File: src/rtl/cadr_clk_pkg.sv
// Shared state encoding and default tick constants for the CADR machine-cycle clock generator.
package cadr_clk_pkg;

  typedef enum logic [1:0] {
    ST_IDLE = 2'd0,
    ST_RUN  = 2'd1,
    ST_STEP = 2'd2
  } clk_state_e;

  localparam int CNT_W           = 6;
  localparam int TAP_WIDTH       = 5;
  localparam int DEF_SHORT_TICKS = 16;
  localparam int DEF_LONG_TICKS  = 24;
  localparam int DEF_HIGH_TICKS  = 6;
  localparam int DEF_WP_START    = 10;
  localparam int DEF_WP_LEN      = 4;

  function automatic logic [CNT_W-1:0] to_cnt(input int v);
    return v[CNT_W-1:0];
  endfunction

endpackage

File: src/rtl/clk_tap_line.sv
// Clocked replacement for the analog delay line: tap k carries din delayed k+1 ticks.
module clk_tap_line #(
  parameter int WIDTH = 5
) (
  input  logic             clk,
  input  logic             reset,
  input  logic             din,
  output logic [WIDTH-1:0] taps
);

  always_ff @(posedge clk) begin
    if (reset) taps <= '0;
    else       taps <= {taps[WIDTH-2:0], din};
  end

endmodule

File: src/rtl/cadr_clock_gen.sv
// Machine-cycle clock generator: free-run or single-step cycles of short/long length,
// producing the tpclk phase, tpwp write pulse, delay-line taps and a completed-cycle counter.
//
// state   | meaning
// --------+-----------------------------------------------------------
// ST_IDLE | no cycle in progress, cnt held at 0, pulses low
// ST_RUN  | free-running; next cycle starts back-to-back while run=1
// ST_STEP | single stepped cycle; step_ack after it unless run rose
module cadr_clock_gen
  import cadr_clk_pkg::*;
#(
  parameter int          SHORT_TICKS    = DEF_SHORT_TICKS,
  parameter int          LONG_TICKS     = DEF_LONG_TICKS,
  parameter int          HIGH_TICKS     = DEF_HIGH_TICKS,
  parameter int          WP_START       = DEF_WP_START,
  parameter int          WP_LEN         = DEF_WP_LEN,
  parameter logic [15:0] CYC_COUNT_INIT = 16'h0000
) (
  input  logic                 clk,
  input  logic                 reset,
  input  logic                 run,
  input  logic                 step_req,
  input  logic                 long_cycle,
  output logic                 step_ack,
  output logic                 tpclk,
  output logic                 tpwp,
  output logic [TAP_WIDTH-1:0] taps,
  output logic                 cyc_start,
  output logic                 busy,
  output logic [15:0]          cyc_count
);

  if (!(HIGH_TICKS > 0 && HIGH_TICKS < SHORT_TICKS && SHORT_TICKS <= LONG_TICKS &&
        LONG_TICKS <= 63 && WP_START >= 0 && WP_LEN > 0 &&
        WP_START + WP_LEN <= SHORT_TICKS)) begin : g_param_check
    $error("cadr_clock_gen: illegal tick parameters");
  end

  localparam logic [CNT_W-1:0] SHORT_C    = to_cnt(SHORT_TICKS);
  localparam logic [CNT_W-1:0] LONG_C     = to_cnt(LONG_TICKS);
  localparam logic [CNT_W-1:0] HIGH_C     = to_cnt(HIGH_TICKS);
  localparam logic [CNT_W-1:0] WP_START_C = to_cnt(WP_START);
  localparam logic [CNT_W-1:0] WP_END_C   = to_cnt(WP_START + WP_LEN);

  clk_state_e       state, state_n;
  logic [CNT_W-1:0] cnt, cnt_n;
  logic [CNT_W-1:0] period, period_n;
  logic             start, cycle_end, ack_n, busy_n;

  always_comb begin
    state_n   = state;
    cnt_n     = cnt;
    period_n  = period;
    start     = 1'b0;
    ack_n     = 1'b0;
    cycle_end = (state != ST_IDLE) && (cnt == period - 6'd1);
    case (state)
      ST_IDLE: begin
        if (run) begin
          state_n = ST_RUN;
          start   = 1'b1;
        end else if (step_req) begin
          state_n = ST_STEP;
          start   = 1'b1;
        end
      end
      ST_RUN, ST_STEP: begin
        if (cycle_end) begin
          if (run) begin
            state_n = ST_RUN;
            start   = 1'b1;
          end else begin
            state_n = ST_IDLE;
            ack_n   = (state == ST_STEP);
          end
        end else begin
          cnt_n = cnt + 6'd1;
        end
      end
      default: state_n = ST_IDLE;
    endcase
    // Cycle length is frozen at the start edge; later long_cycle changes wait for the next cycle.
    if (start) begin
      cnt_n    = '0;
      period_n = long_cycle ? LONG_C : SHORT_C;
    end else if (state_n == ST_IDLE) begin
      cnt_n = '0;
    end
    busy_n = (state_n != ST_IDLE);
  end

  always_ff @(posedge clk) begin
    if (reset) begin
      state     <= ST_IDLE;
      cnt       <= '0;
      period    <= SHORT_C;
      tpclk     <= 1'b0;
      tpwp      <= 1'b0;
      cyc_start <= 1'b0;
      step_ack  <= 1'b0;
      cyc_count <= CYC_COUNT_INIT;
    end else begin
      state     <= state_n;
      cnt       <= cnt_n;
      period    <= period_n;
      tpclk     <= busy_n && (cnt_n < HIGH_C);
      tpwp      <= busy_n && (cnt_n >= WP_START_C) && (cnt_n < WP_END_C);
      cyc_start <= start;
      step_ack  <= ack_n;
      if (cycle_end) cyc_count <= cyc_count + 16'd1;
    end
  end

  assign busy = (state != ST_IDLE);

  clk_tap_line #(.WIDTH(TAP_WIDTH)) u_taps (
    .clk   (clk),
    .reset (reset),
    .din   (tpclk),
    .taps  (taps)
  );

endmodule

File: config.mk
export PLATFORM = sky130hd
export DESIGN_NAME = cadr_clock_gen
export DESIGN_NICKNAME = d
export VERILOG_FILES = /design/src/rtl/cadr_clk_pkg.sv /design/src/rtl/clk_tap_line.sv /design/src/rtl/cadr_clock_gen.sv
export SDC_FILE = /design/constraint.sdc
export NUM_CORES = 1
export LEC_CHECK = 0
export BUFFER_PORTS_ARGS = -buffer_cell sky130_fd_sc_hd__buf_2
export CAP_MARGIN = 0
export CORE_UTILIZATION = 54
export CTS_CLUSTER_DIAMETER = 200
export DETAILED_ROUTE_END_ITERATION = 8
export PLACE_DENSITY = 0.78
export SLEW_MARGIN = 15
export SYNTH_ARGS = -nofsm -noshare
export SYNTH_HDL_FRONTEND = slang
export SYNTH_SLANG_ARGS = --single-unit
File: constraint.sdc
create_clock -name clk -period 2.74 [get_ports clk]
set_input_delay 0.274 -clock clk [delete_from_list [all_inputs] [get_ports clk]]
set_output_delay 0.274 -clock clk [all_outputs]
set_load 0.005 [all_outputs]
==> run_results.csv <==
group,metric,value,unit
outcome,status,"finished with violations",
outcome,violations,"design-rule violations",
cts,post_cts_buffers,0,
route,wl_per_cell,13.7,um
route,wirelength,3340,um
cts,clk_path_buf_depth,2,
global_routing,antenna_found_initial,0,
worst_setup_path,worstPathArrival,2.53,ns
cts,htree_levels,2,
sta,setup_ws,0.463,ns
route,vias,1393,
placed_design,place_ws,0.499,ns
power_and_ir_drop,pwr_density_cell,477,mW/mm^2
cts,cts_buffers,5,
yosys,synth_seq_cells,34,
worst_setup_path,startpoint_type,"register",
finish,drive_above_1_share,23.5,%
worst_setup_path,cp_slowest_cell,"ha_1",
sta,max_freq,439,MHz
sta,finalSetupViolCount,0,
cts,cts_sinks,34,
finish,design_area,0.00187,mm^2
route,drc,2,
finish,final_common_cell,"dfxtp_1",
power_and_ir_drop,ir_worst_vdd,0.426,mV
finish,nets,222,
placed_design,dp_hpwl,2460,um
sta,finalCritPeriodShare,83.1,%
placed_design,gp_congestion,0.908,
worst_setup_path,cp_slowest_stage_delay,0.53,ns
sta,final-hold-violation-count,0,
worst_setup_path,r2r-start,"state[1]",
sta,setup_tns,0,ns
yosys,synth_cells,182,
sta,fin_crit,2.28,ns
cts,cts_tree,"yes",
floorplan,die_y,57.6,um
yosys,ys.flop_type,"dfxtp_1",
route,viasPerCell,5.71,
cts,clockRootBuffer,"clkbuf_4",
yosys,synthArstFlopShare,0,%
sta,maxSlewHeadroom,64.2,%
floorplan,die_w,57.6,um
route,first_iter_violations,59,
cts,cts.repair.resized,0,
floorplan,num_rows,19,
worst_setup_path,cp.required,2.99,ns
worst_setup_path,crit_fanout,12,
floorplan,io_pins,31,
cts,insertion_delay,0.34,ns
worst_setup_path,reg2regPathDepth,7,
yosys,synth_cell_types,47,
yosys,synth_nets,192,
yosys,syn_area,0.00167,mm^2
hold_path,hold_path.class,"in -> reg",
sta,rsz0062_at_grt,"false",
cts,cts_hold_buf,0,
global_routing,grt_pass1_vias,1311,
hold_path,hold_depth,3,
floorplan,core-area,0.00283,mm^2
sta,worstMarginPinSlew,0.536,ns
yosys,synth_edf_count,0,
global_routing,grt_max_degree,26,
finish,antenna_cells,0,
hold_path,hp-start,"long_cycle",
finish,final_cell_mix,"34 x dfxtp_1, 30 x buf_2, 20 x nor2_1, 16 x nand2_1, 10 x xnor2_1",
cts,clk_pin_slew_worst_paths,0.10,ns
placed_design,place_area,0.00181,mm^2
finish,syn2layout_area_growth,12.2,%
power_and_ir_drop,p_leak,0.000739,uW
yosys,ys_seq_area_share,40.8,%
route,firstDrtPassIters,6,
worst_setup_path,critPathCaptureType,"register",
worst_setup_path,r2r-end,"tpwp",
sta,clock_skew,0.0105,ns
route,route.antenna.remaining_nets,0,
flow_run,cap_violations,0,
yosys,ys_warn_count,0,
floorplan,die_area,0.00331,mm^2
global_routing,overflow,0,
global_routing,grt_pass1_wl,5770,um
yosys,syn-mean-instance-area,9.16,um^2
global_routing,grt_usage,22.7,%
finish,fill_cells,243,
sta,slew_violations,0,
placed_design,numPortBuffers,30,
worst_setup_path,critPathKind,"reg -> reg",
worst_setup_path,r2r_setup_slack,0.46,ns
hold_path,min_to,"period[3]",
floorplan,initial_utilization,59.0,%
worst_setup_path,crit_path_cell_trace,"inv_1, ha_1, nand4_1, a211oi_1, a221oi_1, or2_4, a2111oi_4",
[critical path: cells and delay by family, from the launching register on]
kind / cells / cell delay (ns)
AO/OA/AOI/OAI: 3 / 0.65
adder cells (fa/ha/maj): 1 / 0.53
buffers and inverters: 1 / 0.06
flip-flops: 1 / 0.42
AND/OR/NAND/NOR: 2 / 0.53
[per-stage QoR]
step	power [uW]	hold slack [ns]	utilization, %	cells
2_1_floorplan	588	0.346	-	182
3_3_place_gp	612	0.438	63.9	236
3_5_place_dp	615	0.450	63.9	236
4_1_cts	901	0.170	66.2	244
5_1_grt	933	0.180	66.2	244
6_report	894	0.177	66.2	244
[sequential cells by signal, summed over array words and instances (netlist names)]
signal / cells
cnt: 6
cyc_count: 16
cyc_start: 1
period: 1
state: 2
step_ack: 1
tpclk: 1
tpwp: 1
u_taps.taps: 5
[report_power, final]
part           switching, uW  internal [uW]  total, uW
logic                   54.0           35.2       89.3
clock network            166            123        290
registers               9.18            506        515
[cell families (layout without fill, tap and decap cells)]
family	Yosys count	after routing	share of synthesized area, %
flops	34	34	40.8
xor+xnor	14	14	7.35
mux	2	2	1.20
simple gates	75	75	23.9
compound gates	39	39	18.7
fa+ha+maj	5	5	3.75
buf+inv	13	44	4.28
[synth_stat cells (3+ instances only)]
cell type,n,area (um^2)
dfxtp_1,34,681
nor2_1,20,75.1
nand2_1,16,60.1
xnor2_1,10,87.6
a21oi_1,9,45.0
nor2b_1,8,50.1
o21ai_0,7,35.0
inv_1,6,22.5
ha_1,5,62.6
or3_1,5,31.3
nand3_1,4,20.0
nand4_1,4,25.0
nor3_1,4,20.0
xor2_1,4,35.0
and3_1,3,18.8
clkbuf_1,3,11.3
[cell type report]
cell class / count / area, um^2 / area share, %
sequential: 34 / 681 / 36.4
inverter: 6 / 22.5 / 1.20
tap: 31 / 38.8 / 2.07
multi-input combinational: 135 / 916 / 48.9
timing repair buffer: 30 / 150 / 8.02
clock buffer: 6 / 51.3 / 2.74
clock inverter: 2 / 12.5 / 0.668
[worst max-delay path by stage]
stage / start / to / cells past startpoint
final: state[1] / tpwp / 7
after global routing: state[0] / tpwp / 7
after CTS: state[1] / tpwp / 7
after detailed placement: state[1] / tpwp / 7
after global placement: state[0] / tpwp / 7
after floorplan: state[0] / tpwp / 8
[layer usage]
layer,global-route usage (%),part of all wire [%]
met2,36.5,46
met5,0,0
met3,7.48,5.2
met1,28.1,46
met4,9.06,2.2
Note: power is estimated with default switching activity, not from simulation.
